`config.mk`:
```
export PLATFORM = sky130hd
export DESIGN_NAME = idsadc_dig_core
export DESIGN_NICKNAME = d
export VERILOG_FILES = /design/src/rtl/idsadc_dig_core.sv
export SDC_FILE = /design/constraint.sdc
export NUM_CORES = 1
export LEC_CHECK = 0
export CAP_MARGIN = 20
export CORE_MARGIN = 2
export CORE_UTILIZATION = 42
export CTS_CLUSTER_DIAMETER = 30
export DETAILED_ROUTE_END_ITERATION = 10
export SYNTH_ARGS = -nofsm -noshare
export SYNTH_HDL_FRONTEND = slang
export SYNTH_SLANG_ARGS = --single-unit
```
`constraint.sdc`:
```
create_clock -name wb_clk_i -period 8.6 [get_ports wb_clk_i]
set_input_delay 1.29 -clock wb_clk_i [delete_from_list [all_inputs] [get_ports wb_clk_i]]
set_output_delay 1.29 -clock wb_clk_i [all_outputs]
set_load 0.05 [all_outputs]
```
`src/rtl/idsadc_dig_core.sv`:
```
// Incremental delta-sigma ADC back-end: conversion sequencer, ORDER-stage integrator cascade per channel, Wishbone regs.
// Define IDSADC_SYNC_EN to pass mod_bit_i through a 2-flop synchronizer (adds 2 cycles before CONV).
module idsadc_dig_core #(
  parameter logic [31:0] BASE_ADR = 32'h3000_0000,
  parameter int unsigned NCH      = 2,
  parameter int unsigned ORDER    = 2,
  parameter int unsigned OSR_W    = 10
) (
  input  logic           wb_clk_i,
  input  logic           wb_rst_i,
  input  logic           wbs_stb_i,
  input  logic           wbs_cyc_i,
  input  logic           wbs_we_i,
  input  logic [3:0]     wbs_sel_i,
  input  logic [31:0]    wbs_adr_i,
  input  logic [31:0]    wbs_dat_i,
  output logic           wbs_ack_o,
  output logic [31:0]    wbs_dat_o,
  input  logic [NCH-1:0] mod_bit_i,
  output logic           mod_rst_o,
  output logic           busy_o,
  output logic           irq_o
);
  localparam int unsigned ACC_W = ORDER * OSR_W;
  localparam int unsigned CNT_W = (OSR_W > 8) ? OSR_W : 8;

  if (ACC_W > 32) begin : g_acc_w_chk
    $error("idsadc_dig_core: ORDER*OSR_W must not exceed 32");
  end
  if (NCH < 1 || NCH > 8 || ORDER < 1 || ORDER > 3) begin : g_param_chk
    $error("idsadc_dig_core: NCH must be 1..8 and ORDER 1..3");
  end

  typedef enum logic [2:0] {S_IDLE, S_RST, S_SYNC, S_CONV, S_LATCH} state_t;

  state_t           state;
  logic [CNT_W-1:0] cnt, conv_len;
  logic             cont, irq_en, done, overrun, start_p, abort_p;
  logic [NCH-1:0]   ch_mask, mask_s, samp;
  logic [OSR_W-1:0] osr, osr_s;
  logic [7:0]       settle;
  logic [ACC_W-1:0] data [NCH];
  logic [ACC_W-1:0] integ [NCH][ORDER];
  logic [ACC_W-1:0] nxt [NCH][ORDER];
  logic [ACC_W-1:0] acc;

  logic [31:0] off, rdata, wmask, merged;
  logic [29:0] widx;
  logic        hit, wb_req, wr;

`ifdef IDSADC_SYNC_EN
  logic [NCH-1:0] sync1, sync2;
  always_ff @(posedge wb_clk_i or posedge wb_rst_i) begin
    if (wb_rst_i) begin
      sync1 <= '0;
      sync2 <= '0;
    end else begin
      sync1 <= mod_bit_i;
      sync2 <= sync1;
    end
  end
  assign samp = sync2;
`else
  assign samp = mod_bit_i;
`endif

  assign wb_req   = wbs_stb_i & wbs_cyc_i & ~wbs_ack_o;
  assign off      = wbs_adr_i - BASE_ADR;
  assign widx     = off[31:2];
  assign hit      = (off[1:0] == 2'b00) && (off < 32'(16 + 4 * NCH));
  assign wr       = wb_req & wbs_we_i & hit;
  assign wmask    = {{8{wbs_sel_i[3]}}, {8{wbs_sel_i[2]}}, {8{wbs_sel_i[1]}}, {8{wbs_sel_i[0]}}};
  // Byte-lane merge against the current read view of the addressed register.
  assign merged   = (rdata & ~wmask) | (wbs_dat_i & wmask);
  assign conv_len = (osr_s == '0) ? '0 : CNT_W'(osr_s - 1'b1);
  assign irq_o    = done & irq_en;

  always_comb begin
    rdata = '0;
    if (hit) begin
      case (widx)
        30'd0: begin
          rdata[1]       = cont;
          rdata[2]       = irq_en;
          rdata[8 +: NCH] = ch_mask;
        end
        30'd1: rdata[OSR_W-1:0] = osr;
        30'd2: rdata[7:0]       = settle;
        30'd3: rdata[2:0]       = {overrun, done, busy_o};
        default: begin
          for (int unsigned c = 0; c < NCH; c++)
            if (widx == 30'(4 + c)) rdata = 32'(data[c]);
        end
      endcase
    end
  end

  always_comb begin
    acc = '0;
    for (int unsigned c = 0; c < NCH; c++) begin
      acc = ACC_W'(samp[c]);
      for (int unsigned k = 0; k < ORDER; k++) begin
        acc       = integ[c][k] + acc;
        nxt[c][k] = acc;
      end
    end
  end

  always_ff @(posedge wb_clk_i or posedge wb_rst_i) begin
    if (wb_rst_i) begin
      for (int unsigned c = 0; c < NCH; c++)
        for (int unsigned k = 0; k < ORDER; k++)
          integ[c][k] <= '0;
    end else if (abort_p || state == S_IDLE || state == S_RST) begin
      for (int unsigned c = 0; c < NCH; c++)
        for (int unsigned k = 0; k < ORDER; k++)
          integ[c][k] <= '0;
    end else if (state == S_CONV) begin
      for (int unsigned c = 0; c < NCH; c++)
        if (mask_s[c])
          for (int unsigned k = 0; k < ORDER; k++)
            integ[c][k] <= nxt[c][k];
    end
  end

  always_ff @(posedge wb_clk_i or posedge wb_rst_i) begin
    if (wb_rst_i) begin
      wbs_ack_o <= 1'b0;
      wbs_dat_o <= '0;
      cont      <= 1'b0;
      irq_en    <= 1'b0;
      ch_mask   <= '0;
      osr       <= '0;
      settle    <= '0;
      done      <= 1'b0;
      overrun   <= 1'b0;
      start_p   <= 1'b0;
      abort_p   <= 1'b0;
      state     <= S_IDLE;
      cnt       <= '0;
      osr_s     <= '0;
      mask_s    <= '0;
      mod_rst_o <= 1'b1;
      busy_o    <= 1'b0;
      for (int unsigned c = 0; c < NCH; c++) data[c] <= '0;
    end else begin
      wbs_ack_o <= wb_req;
      wbs_dat_o <= wb_req ? rdata : '0;
      start_p   <= 1'b0;
      abort_p   <= 1'b0;
      if (wr) begin
        case (widx)
          30'd0: begin
            cont    <= merged[1];
            irq_en  <= merged[2];
            ch_mask <= merged[8 +: NCH];
            abort_p <= merged[3];
            start_p <= merged[0] & ~merged[3] & (state == S_IDLE);
          end
          30'd1: osr    <= merged[OSR_W-1:0];
          30'd2: settle <= merged[7:0];
          30'd3: begin
            if (wbs_dat_i[1] & wbs_sel_i[0]) done    <= 1'b0;
            if (wbs_dat_i[2] & wbs_sel_i[0]) overrun <= 1'b0;
          end
          default: ;
        endcase
      end
      // Sequencer follows the register writes so a LATCH done-set overrides a same-cycle clear.
      if (abort_p) begin
        state     <= S_IDLE;
        mod_rst_o <= 1'b1;
        busy_o    <= 1'b0;
      end else begin
        case (state)
          S_IDLE: begin
            if (start_p) begin
              state  <= S_RST;
              busy_o <= 1'b1;
              osr_s  <= osr;
              mask_s <= ch_mask;
              cnt    <= CNT_W'(settle);
            end
          end
          S_RST: begin
            if (cnt == '0) begin
              mod_rst_o <= 1'b0;
`ifdef IDSADC_SYNC_EN
              state     <= S_SYNC;
              cnt       <= CNT_W'(1);
`else
              state     <= S_CONV;
              cnt       <= conv_len;
`endif
            end else begin
              cnt <= cnt - 1'b1;
            end
          end
          S_SYNC: begin
            if (cnt == '0) begin
              state <= S_CONV;
              cnt   <= conv_len;
            end else begin
              cnt <= cnt - 1'b1;
            end
          end
          S_CONV: begin
            if (cnt == '0) begin
              state     <= S_LATCH;
              mod_rst_o <= 1'b1;
            end else begin
              cnt <= cnt - 1'b1;
            end
          end
          S_LATCH: begin
            for (int unsigned c = 0; c < NCH; c++)
              if (mask_s[c]) data[c] <= integ[c][ORDER-1];
            done <= 1'b1;
            if (done) overrun <= 1'b1;
            if (cont) begin
              state  <= S_RST;
              osr_s  <= osr;
              mask_s <= ch_mask;
              cnt    <= CNT_W'(settle);
            end else begin
              state  <= S_IDLE;
              busy_o <= 1'b0;
            end
          end
          default: begin
            state     <= S_IDLE;
            mod_rst_o <= 1'b1;
            busy_o    <= 1'b0;
          end
        endcase
      end
    end
  end
endmodule

```
==> impl_metrics.toml <==
[status]
status = "completed"

[clocking]
clk_pin_slew_ps = 80
cts_setup_buffers = 0
htreeDepth = 4
cts_buffers = 17
hold_buffers = 0
clkLatencyLatePin_ps = 440
cts_num_sinks = 194
cts_root_buf = "clkbuf_16"
cts_tree = "done"
cts_resized = 0
clock_path_buffers = 2

[yosys]
yosysSeqAreaShare = 0.436
synthCells = 1104
async_flop_share = 1.00
netlist_area_mm2 = 0.0111
yosysUniqueCellTypes = 78
ys_ff_latch = 194
ys.warnings.count = 0
syn_area_per_cell_um2 = 10.1
synth-edff-count = 0
synth_ff_type = "dfrtp_1"

[critical_path]
cp.required_ps = 8910
worst-path-max-fanout = 8
arrival_ps = 5440
cp_slowest_stage_delay_ps = 460
critPathTopFamily = "simple AND/OR/NAND/NOR gates"
path_buf_inv = 1
crit_slowest_cell = "clkdlybuf4s50_1"
crit_chain = "clkdlybuf4s50_1 -> ha_1 -> ha_1 -> and3_1 -> and3_1 -> nand2_1 -> nor2_1 -> and3_1 -> nand3_1 -> xnor2_1 -> ha_1 -> nand3_1 -> or3_1 -> o22ai_1 -> mux2i_1 -> a2111oi_0 -> a21oi_1"
startpoint_type = "input port"
endpoint_kind = "register"
crit_type = "input port to register"

[sta]
drv_slew = 0
setup_violations = 0
max_slew_margin = 0.265
hold_violations = 0
setup_tns_ps = 0
min_period_over_period = 0.597
clock.fmax_ghz = 0.195
period_minus_slack_ps = 5130
tightest_slew_ps = 1100
fin_skew_ps = 12.9
rsz0062_at_grt = "no"

[layout]
drive_above_1_share = 0.138
final_common_cell = "dfrtp_1"
area_growth_pct = 14.6
insertedDiodeCount = 0
num-nets-final = 1282
final_cell_mix = "dfrtp_1 (193), nand2_1 (105), o21ai_0 (80), mux2_2 (78), clkdlybuf4s50_1 (74)"
n_fill_cell = 2409
final_util = 0.489

[grt]
grt_first_pass_wirelength_mm = 43.5
grt_pass1_vias = 8248
grt_overflow = 0
grt_util_all_layers = 0.192
antenna_found_initial = 0
grt_max_degree = 142

[floorplan]
coreArea_mm2 = 0.0261
die-height_um = 167
die-width_um = 167
start_util = 0.427
ios = 111
die-area_mm2 = 0.0278
rows = 59

[placement]
io_buffers = 74
place.gp.congestion = 0.818
dp_hpwl_mm = 18.5

[routing]
post-route-drc-count = 0
antenna_left = 0
drtIter0Drc = 542
num_vias = 8387
wl_per_cell_um = 17.2
wirelength_mm = 25.9
drtPass1Iterations = 5
vias_per_cell = 5.56

[power]
netSwitchingFraction = 0.253
pwr-share-comb = 0.039
intPower_mw = 1.34
power.density_mw_per_mm2 = 140
ir_drop_mv = 0.112
power.share.sequential = 0.510
p_switching_mw = 0.453
leakagePower_nw = 5.87
pwr-share-clk = 0.451

[flow_run]
drv_cap = 0

[hold_path]
min_path_type = "register to register"
[per-stage QoR]
| stage | hold WS (ps) | area, um2 | instances | worst slack, ps | power, mW |
|---|---|---|---|---|---|
| final | 489 | 12800 | 1509 | 3470 | 1.79 |
| after global routing | 527 | 12800 | 1509 | 3100 | 1.86 |
| after CTS | 492 | 12800 | 1509 | 3460 | 1.81 |
| after detailed placement | 476 | 12100 | 1477 | 3080 | 1.00 |
| after global placement | 472 | 12100 | 1477 | 3130 | 1.00 |
| after floorplan | 444 | 11200 | 1115 | 2030 | 0.972 |
[layout make-up]
| type | instances | area [um2] | share of cell area |
|---|---|---|---|
| Clock buffer | 17 | 425 | 0.0334 |
| Multi-Input combinational cell | 840 | 5960 | 0.468 |
| Sequential cell | 194 | 4860 | 0.381 |
| Tap cell | 335 | 419 | 0.0329 |
| Inverter | 26 | 105 | 0.00824 |
| Clock inverter | 15 | 184 | 0.0144 |
| Timing Repair Buffer | 82 | 801 | 0.0628 |
[flip-flops by register name, summed over array words and instances, names as in the netlist]
register,count
mask_s,2
overrun,1
cont,1
start_p,1
done,1
osr_s,10
settle,8
wbs_dat_o,20
ch_mask,2
cnt,10
wbs_ack_o,1
mod_rst_o,1
abort_p,1
integ,80
irq_en,1
osr,10
data,40
busy_o,1
state,3
[power by group through the flow]
stage	logic (mW)	clock network, mW	registers, mW
2_1_floorplan	0.0413	0	0.931
3_3_place_gp	0.0721	0	0.930
3_5_place_dp	0.0722	0	0.930
4_1_cts	0.0724	0.828	0.912
5_1_grt	0.0778	0.867	0.912
6_report	0.0706	0.807	0.912
[tightest hold or removal path: stages, from the launching register on]
cell     delay (ps)
dfrtp_1         350
nand2_1          40
o21ai_0          60
[kinds of logic after synthesis]
family | share of synthesized area
AOI/OAI and AO/OA | 0.161
xor gates and xnor gates | 0.0566
adders and majority gates | 0.0531
buffers and inverters | 0.0324
DFF | 0.436
muxes | 0.102
other | 0.000337
and+or+nand+nor | 0.158
[metal layers]
metal	GRT usage	vias to the layer above	part of all wire	routed length (um)
met4	0.0454	0	0.010	264
li1	-	4129	-	-
met5	0	-	0	0
met3	0.0266	24	0.032	833
met1	0.275	4085	0.49	12600
met2	0.310	149	0.47	12200
[synth_stat cells (5+ instances only)]
cell      instances  area [um2]
a21o_1           10        75.1
a21oi_1          42         210
a221oi_1          5        43.8
a22o_1           36         315
a22oi_1           9        67.6
a31oi_1           6        37.5
and2_1            6        37.5
and3_1           15        93.8
buf_4            14         105
clkbuf_1         34         128
dfrtp_1         193        4830
ha_1             44         551
inv_1            26        97.6
mux2_2           78         878
mux2i_1          19         190
nand2_1         105         394
nand2b_1          7        43.8
nand3_1          33         165
nand4_1          12        75.1
nor2_1           74         278
nor3_1           30         150
nor3b_1           5        37.5
nor4_1            5        31.3
nor4_2            5        62.6
nor4b_1           5        43.8
o21a_1            7        52.6
o21ai_0          80         400
o21bai_1          6        45.0
o31ai_1          17         128
or2_2             7        43.8
or3_1             7        43.8
xnor2_1          39         342
xor2_1           33         289
[path summary, 6_finish.rpt]
check	slack [ps]	cells after the start	startpoint	to
worst max register to register	4420	16	integ[20]	integ[19]
worst min register to register	490	2	data[19]	data[19]
max in group asynchronous	5880	3	wb_rst_i	wbs_dat_o[4]
min in group asynchronous	1440	2	wb_rst_i	integ[61]
worst max-delay path	3470	17	mod_bit_i[1]	integ[19]
worst min-delay path	490	2	data[19]	data[19]
No activity file was read; power rests on OpenSTA's default activity.
==> RTL change (config.mk and constraints unchanged) <==
The 5 states of `state_t` get a one-hot encoding in 5 bits.
--- a/src/rtl/idsadc_dig_core.sv
+++ b/src/rtl/idsadc_dig_core.sv
@@ -31,7 +31,7 @@
     $error("idsadc_dig_core: NCH must be 1..8 and ORDER 1..3");
   end
 
-  typedef enum logic [2:0] {S_IDLE, S_RST, S_SYNC, S_CONV, S_LATCH} state_t;
+  typedef enum logic [4:0] {S_IDLE = 5'b00001, S_RST = 5'b00010, S_SYNC = 5'b00100, S_CONV = 5'b01000, S_LATCH = 5'b10000} state_t;
 
   state_t           state;
   logic [CNT_W-1:0] cnt, conv_len;
Behaviour: same outputs for any inputs over 4 cycles, from zero or initial values and one cycle with wb_rst_i high; so few cycles prove little.
==> RTL change against the unedited design <==
Clock power is 2% lower. Combinational power is 3.4% lower. Critical endpoint unchanged. Area after synthesis is 2.0% lower. Largest power group unchanged. Total power is 0.71% lower. Worst setup slack worse by 0.19 ns. Hold slack worse by 0.0014 ns. Design area is 2.1% lower. Routed wire length is 0.46% lower. Sequential cell count is 1 higher. Core utilization is 0.36 points higher.
==> RTL change: results (changes against the unedited design) <==
Power and ir drop
  • LEAKAGE: 0.005745 uW (was 0.005870 uW)
  • Worst vdd ir: 0.09806 mV (was 0.1125 mV)

Global route
  • First-pass GRT wire length: 42660 um (was 43460 um)
  • Total track usage: 20.06% (was 19.22%)
  • Vias in the first global route: 8006 (was 8248)
  • Largest net degree at the start of global routing: 121 (was 142)
  • Initial antenna violation count: 0 (unchanged)

CTS
  • H-tree lvl count: 4 (unchanged)
  • CTS Buffer Depth: 2 (unchanged)

Placement
  • Post-DP HPWL: 18710 um (was 18460 um)
  • RePlAce Congestion: 0.8251 (was 0.8176)
  • Place WS: 2.858 ns (was 3.077 ns)
  • Cell Area, Placed: 0.01190 sq mm (was 0.01214 sq mm)

Route
  • Via count: 8160 (was 8387)
  • Starting DRT DRC Count: 606 (was 542)
  • Final WL: 25830 um (was 25950 um)

Finish
  • Non-filler cells, final: 1510 (was 1509)
  • FF/Latch Area: 0.004882 sq mm (was 0.004856 sq mm)
  • FILL cells: 2313 (was 2409)
  • Layout Nets: 1288 (was 1282)
  • Layout cell share with drive strength beyond 1: 11.19% (was 13.80%)
  • Largest regs: integ (80), data (40), wbs_dat_o (20) (unchanged)

Run status
  • Status: finished clean (unchanged)

Synth
  • Synth Instances: 1114 (was 1104)
  • Ranking of synthesized cells by area: dfrtp_1, mux2_2, ha_1, o21ai_0, nand2_1 (unchanged)
  • Post-synthesis sequential area ratio: 44.76% (was 43.62%)
  • Commonest cells post-synth: dfrtp_1, nand2_1, o21ai_0, nor2_1, mux2_2 (was dfrtp_1, nand2_1, o21ai_0, mux2_2, nor2_1)
  • Number of distinct library cells after synthesis: 75 (was 78)

Worst setup path
  • WS Path Type: in -> reg (unchanged)
  • R2R Setup Slk: 4.21 ns (was 4.42 ns)
  • Crit-path max FO: 6 (was 8)
  • Arrival time worst endpoint: 5.65 ns (was 5.44 ns)
  • Crit path max-delay cell type: or3b_1 (was clkdlybuf4s50_1)

STA
  • Max Clk Rate: 187.7 MHz (was 194.8 MHz)
  • Slew margin rel.: 27.75% (was 26.51%)
  • WHS: 0.4873 ns (was 0.4887 ns)
  • Final Skew: 0.02046 ns (was 0.01288 ns)

Min path
  • Worst min-delay path startpoint: data[1] (was data[19])
  • Hold endpoint: data[1] (was data[19])
==> RTL change: cell types whose count changed in the layout (fill, tap and decap cells not counted), moves of 10 or more <==
cell	before	now
a21oi_1	42	52
o21ai_0	80	100
nand2_1	105	126
mux2i_1	19	2
nor2_1	72	85
nor3_1	30	14
mux2_2	78	60
==> RTL change: worst max-delay path: cells and delay by family <==
family	cells	cell delay, ns
xor+xnor	2	0.46
fa+ha+maj	2	0.51
buf+inv	1	0.46
compound gates	5	0.96
simple gates	7	1.97
==> RTL change: kinds of logic (layout without fill, tap and decap cells) <==
family / after synthesis / count (layout) / share of synthesized area [%]
AOI/OAI and AO/OA: 282 / 282 / 16.90
xor gates and xnor gates: 81 / 81 / 6.504
adders and majority gates: 46 / 46 / 5.414
buffers and inverters: 88 / 143 / 3.579
DFF: 195 / 195 / 44.76
muxes: 66 / 66 / 7.204
other: 1 / 12 / 0.03438
and+or+nand+nor: 355 / 355 / 15.61
==> RTL change: area by class of cell <==
type / instances / area share, %
Multi-Input combinational cell: 842 / 45.62
Sequential cell: 195 / 39.10
Timing Repair Buffer: 82 / 6.413
Clock buffer: 19 / 3.547
Tap cell: 330 / 3.307
Clock inverter: 13 / 1.082
Inverter: 29 / 0.9320
==> RTL change: layer usage <==
metal | part of all wire, % | routed length (um) | track usage (%) | vias up
met5 | 0 | 0 | 0 | -
met4 | 0.74 | 192 | 4.783 | 0
met3 | 3.1 | 795 | 3.047 | 17
met2 | 48 | 12290 | 32.22 | 94
met1 | 49 | 12550 | 28.60 | 3977
li1 | - | - | - | 4072
==> RTL change: where the power goes <==
part / switching [uW] / leakage (uW) / internal, uW
Clock: 396 / 0.000286 / 396
Combinational: 43.6 / 0.00275 / 24.6
Sequential: 0.105 / 0.00271 / 916
